**config.mk**
```make
export PLATFORM = sky130hd
export DESIGN_NAME = uba_npr_arb
export DESIGN_NICKNAME = d
export VERILOG_FILES = /design/src/rtl/uba_npr_arb.sv
export SDC_FILE = /design/constraint.sdc
export NUM_CORES = 1
export LEC_CHECK = 0
export CORE_AREA = 3 3 146 148
export DETAILED_ROUTE_END_ITERATION = 10
export DIE_AREA = 0 0 149 151
export GPL_TIMING_DRIVEN = 1
export PLACE_DENSITY = 0.67
export SKIP_LAST_GASP = 1
export SYNTH_ARGS = -nofsm -noshare
export SYNTH_HDL_FRONTEND = slang
export SYNTH_SLANG_ARGS = --single-unit
```
**constraint.sdc**
```tcl
create_clock -name clk -period 2.56 [get_ports clk]
set_input_delay 0.768 -clock clk [delete_from_list [all_inputs] [get_ports clk]]
set_output_delay 0.768 -clock clk [all_outputs]
set_load 0.005 [all_outputs]
```
**src/rtl/uba_npr_arb.sv**
```systemverilog
// Round-robin arbiter sharing the UBA NPR engine's device request port among Unibus devices.
// Latches the winner's address/data, forwards one request, returns the ack, and watches for stuck grants.
module uba_npr_arb #(
  parameter int unsigned NUM_DEV = 4,
  parameter int unsigned TIMEOUT = 1024
) (
  input  logic                   clk,
  input  logic                   rst,
  input  logic [NUM_DEV-1:0]     devREQI,
  input  logic [36*NUM_DEV-1:0]  devADDRI,
  input  logic [36*NUM_DEV-1:0]  devDATAI,
  output logic [NUM_DEV-1:0]     devACKO,
  output logic                   nprREQO,
  output logic [35:0]            nprADDRO,
  output logic [35:0]            nprDATAO,
  input  logic                   nprACKI,
  output logic [2:0]             arbGNT,
  output logic                   errTIMEOUT,
  input  logic                   errCLR
);

  localparam int unsigned IdxW = (NUM_DEV > 1) ? $clog2(NUM_DEV) : 1;
  localparam logic [15:0] WdLim = (TIMEOUT > 32'd65535) ? 16'hFFFF : 16'(TIMEOUT);
  localparam bit WdEn = (TIMEOUT != 0);
  localparam logic [NUM_DEV-1:0] OneDev = NUM_DEV'(1);

  typedef enum logic [1:0] {StIdle, StGrant, StRelease} state_e;

  state_e              state_q;
  logic [IdxW-1:0]     ptr_q, gnt_q;
  logic                req_q, err_q;
  logic [NUM_DEV-1:0]  ack_q;
  logic [35:0]         addr_q, data_q;
  logic [15:0]         wd_q;

  logic                win;
  logic [IdxW-1:0]     win_idx, ptr_next;
  logic [35:0]         win_addr, win_data;
  logic [15:0]         wd_inc;
  logic                wd_hit;

  // First requester at or above the pointer, wrapping around, takes the grant.
  always_comb begin
    win     = 1'b0;
    win_idx = '0;
    for (int unsigned k = 0; k < NUM_DEV; k++) begin
      logic [IdxW-1:0] idx;
      idx = IdxW'((32'(ptr_q) + k) % NUM_DEV);
      if (!win && devREQI[idx]) begin
        win     = 1'b1;
        win_idx = idx;
      end
    end
    win_addr = devADDRI[36*32'(win_idx) +: 36];
    win_data = devDATAI[36*32'(win_idx) +: 36];
    ptr_next = IdxW'((32'(gnt_q) + 32'd1) % NUM_DEV);
    wd_inc   = (&wd_q) ? wd_q : wd_q + 16'd1;
    // Fire only on the cycle the count reaches the limit, so a clear can stick afterwards.
    wd_hit   = WdEn && (wd_inc == WdLim) && (wd_q != WdLim);
  end

  always_ff @(posedge clk) begin
    if (!rst) begin
      state_q <= StIdle;
      ptr_q   <= '0;
      gnt_q   <= '0;
      req_q   <= 1'b0;
      ack_q   <= '0;
      addr_q  <= '0;
      data_q  <= '0;
      wd_q    <= '0;
      err_q   <= 1'b0;
    end else begin
      if (errCLR) err_q <= 1'b0;
      unique case (state_q)
        StIdle: begin
          if (win) begin
            gnt_q   <= win_idx;
            addr_q  <= win_addr;
            data_q  <= win_data;
            req_q   <= 1'b1;
            wd_q    <= '0;
            state_q <= StGrant;
          end
        end
        StGrant: begin
          if (nprACKI) begin
            req_q   <= 1'b0;
            ack_q   <= OneDev << gnt_q;
            ptr_q   <= ptr_next;
            state_q <= StRelease;
          end else begin
            wd_q <= wd_inc;
            if (wd_hit) err_q <= 1'b1;
          end
        end
        StRelease: begin
          ack_q   <= '0;
          state_q <= StIdle;
        end
        default: state_q <= StIdle;
      endcase
    end
  end

  assign devACKO    = ack_q;
  assign nprREQO    = req_q;
  assign nprADDRO   = addr_q;
  assign nprDATAO   = data_q;
  assign arbGNT     = 3'(gnt_q);
  assign errTIMEOUT = err_q;

endmodule
```
==> impl_metrics.env <==
export IMPL_clk_pin_slew_ns=0.08
export IMPL_arrival_ns=2.69
export IMPL_synthCells=862
export IMPL_post_dp_cell_area_mm2=0.0105
export IMPL_htree_levels=3
export IMPL_hold_viol=0
export IMPL_grt_ovfl_total=0
export IMPL_outcome="complete, no violations"
export IMPL_grt_pass1_wl_um=39600
export IMPL_grt_use_total=0.225
export IMPL_ys_ff_latch=100
export IMPL_synth_flop_cell="dfxtp_1"
export IMPL_place_congestion=0.928
export IMPL_drive_gt1_frac=0.0686
export IMPL_reg2regPathDepth=7
export IMPL_crit_type="in2reg"
export IMPL_cp_start_kind="primary input"
export IMPL_io_pins=377
export IMPL_max_freq_mhz=414
export IMPL_grt_pass1_vias=6879
export IMPL_syn_area_mm2=0.00603
export IMPL_layoutNonFillerInstCount=1509
export IMPL_drv_slew=0
export IMPL_synth_edf_count=0
export IMPL_dieArea_mm2=0.0225
export IMPL_syn_avg_cell_area_um2=7.00
export IMPL_synthDistinctLibCells=57
export IMPL_postRouteAntennaNets=0
export IMPL_cts_root_buffer="clkbuf_16"
export IMPL_yosysSeqAreaShare=0.332
export IMPL_tightest_slew_ns=0.531
export IMPL_startpoint="devREQI[3]"
export IMPL_hold_path_class="reg2reg"
export IMPL_period_minus_slack_ns=2.42
export IMPL_dr_pass1_iters=5
export IMPL_whs_ns=0.460
export IMPL_start_util=0.299
export IMPL_cp_endpoint="wd_q[7]"
export IMPL_leakagePower_nw=4.61
export IMPL_finalNetCount=1536
export IMPL_synth_top_area_cell="dfxtp_1"
export IMPL_timing_rr_end="errTIMEOUT"
export IMPL_cts_sinks=100
export IMPL_crit_required_ns=2.83
export IMPL_stdcell_area_mm2=0.0108
export IMPL_r2r_slack_ns=0.22
export IMPL_ys_top_cells_by_area="dfxtp_1, nand2_1, a21oi_1, a211o_1, mux2i_1"
export IMPL_period_share=0.944
export IMPL_power_density_mw_per_mm2=463
export IMPL_design_power_total_mw=5.01
export IMPL_wirelength_um=27200
export IMPL_max_cap_violations=0
export IMPL_synth_warnings=0
export IMPL_postCtsResizedCells=0
export IMPL_cts_tree="built"
export IMPL_die_x_um=149
export IMPL_crit_path_max_fanout=4
export IMPL_cts_buffers_inserted=9
export IMPL_setup_tns_ns=0
export IMPL_post_cts_buffers=0
export IMPL_via_count=7544
export IMPL_area_growth_pct=79.2
export IMPL_clk_latency_ns=0.36
export IMPL_routed_via_density=5.00
export IMPL_antenna_found_initial=0
export IMPL_portBuffers=375
export IMPL_core_mm2=0.0202
export IMPL_end_kind="register"
export IMPL_antennaDiodeCount=0
export IMPL_setup_violations=0
export IMPL_yosysTopAreaCellShare=0.332
export IMPL_slew_headroom=0.643
export IMPL_dieHeight_um=151
export IMPL_async_flop_share=0
export IMPL_wl_per_cell_um=18.0
export IMPL_place_inst=1493
export IMPL_hold_depth=1
export IMPL_skew_ns=0.0114
export IMPL_drtIter0Drc=423
export IMPL_drcViolationCount=0
export IMPL_row_count=52
export IMPL_peakVddDrop_mv=0.323
export IMPL_cts_hold_buf=0
export IMPL_rsz0062_at_grt="no"
export IMPL_grt_max_degree=70
export IMPL_clk_path_buf_depth=2
export IMPL_layout_common_cells="clkdlybuf4s50_1, nand2_1, a21oi_1"
export IMPL_reg2reg_from="wd_q[1]"
export IMPL_synth_nets=1164
export IMPL_layout_commonest_cell="clkdlybuf4s50_1"
export IMPL_place_hpwl_um=21100
kinds of logic (layout without fill, tap and decap cells):
group / count (synthesis) / after routing / share of synthesized area
other: 1 / 1 / 0.000622
muxes: 22 / 22 / 0.0367
buffers and inverters: 79 / 456 / 0.0548
AOI/OAI and AO/OA: 265 / 265 / 0.283
and+or+nand+nor: 383 / 383 / 0.272
adders and majority gates: 6 / 6 / 0.0124
DFF: 100 / 100 / 0.332
xor gates and xnor gates: 6 / 6 / 0.00871
where the power goes:
part | switching, mW | internal, mW | total, mW
sequential | 0.0918 | 1.72 | 1.81
clock | 0.668 | 0.827 | 1.49
combinational | 0.678 | 1.03 | 1.71
total | 1.44 | 3.57 | 5.01
worst max-delay path, cell delays in order:
cell and delay, ns:
clkdlybuf4s50_1 0.56, nor2_1 0.10, a311oi_1 0.29, buf_4 0.18
nor2_1 0.07, or4_1 0.49, a21boi_0 0.22
per-stage QoR:
step,utilization,setup WS [ns]
after floorplan,-,0.217
after global placement,0.520,-0.157
after detailed placement,0.520,-0.194
after CTS,0.536,0.171
after global routing,0.536,0.0113
final,0.536,0.142
state kept, by name, summed over array words and instances (netlist names):
name	flops
nprADDRO	36
nprDATAO	36
wd_q	16
devACKO	4
gnt_q	2
ptr_q	2
state_q	2
errTIMEOUT	1
nprREQO	1
metal layers:
metal / wire length, µm / global-route usage / share of wire
met4: 828 / 0.0787 / 0.030
met5: 0 / 0 / 0
met2: 13500 / 0.390 / 0.49
met1: 11100 / 0.282 / 0.41
met3: 1790 / 0.0386 / 0.066
synth_stat cells, drive strengths merged, types with 9 or more instances:
cell type	number
a21oi	134
clkbuf	46
a211o	62
nand2	290
nor2	15
buf	27
o21ai	23
nand4	9
and2	16
dfxtp	100
mux2i	21
nor2b	10
nand3	13
a21boi	9
o221ai	10
layout make-up:
type | instances | area, µm²
Clock buffer | 11 | 253
Clock inverter | 5 | 66.3
Fill cell | 1928 | 9360
Inverter | 6 | 22.5
Multi-Input combinational cell | 683 | 3740
Sequential cell | 100 | 2000
Tap cell | 270 | 338
Timing Repair Buffer | 434 | 4380
worst min path at each step:
stage / start / to / slack (ns)
3_3_place_gp: nprADDRO[5] / nprADDRO[5] / 0.44
2_1_floorplan: nprREQO / nprREQO / 0.46
3_5_place_dp: nprADDRO[7] / nprADDRO[7] / 0.45
4_1_cts: nprDATAO[21] / nprDATAO[21] / 0.47
6_report: nprDATAO[21] / nprDATAO[21] / 0.46
5_1_grt: nprDATAO[35] / nprDATAO[35] / 0.48
Power figures use the tool's default switching activity.
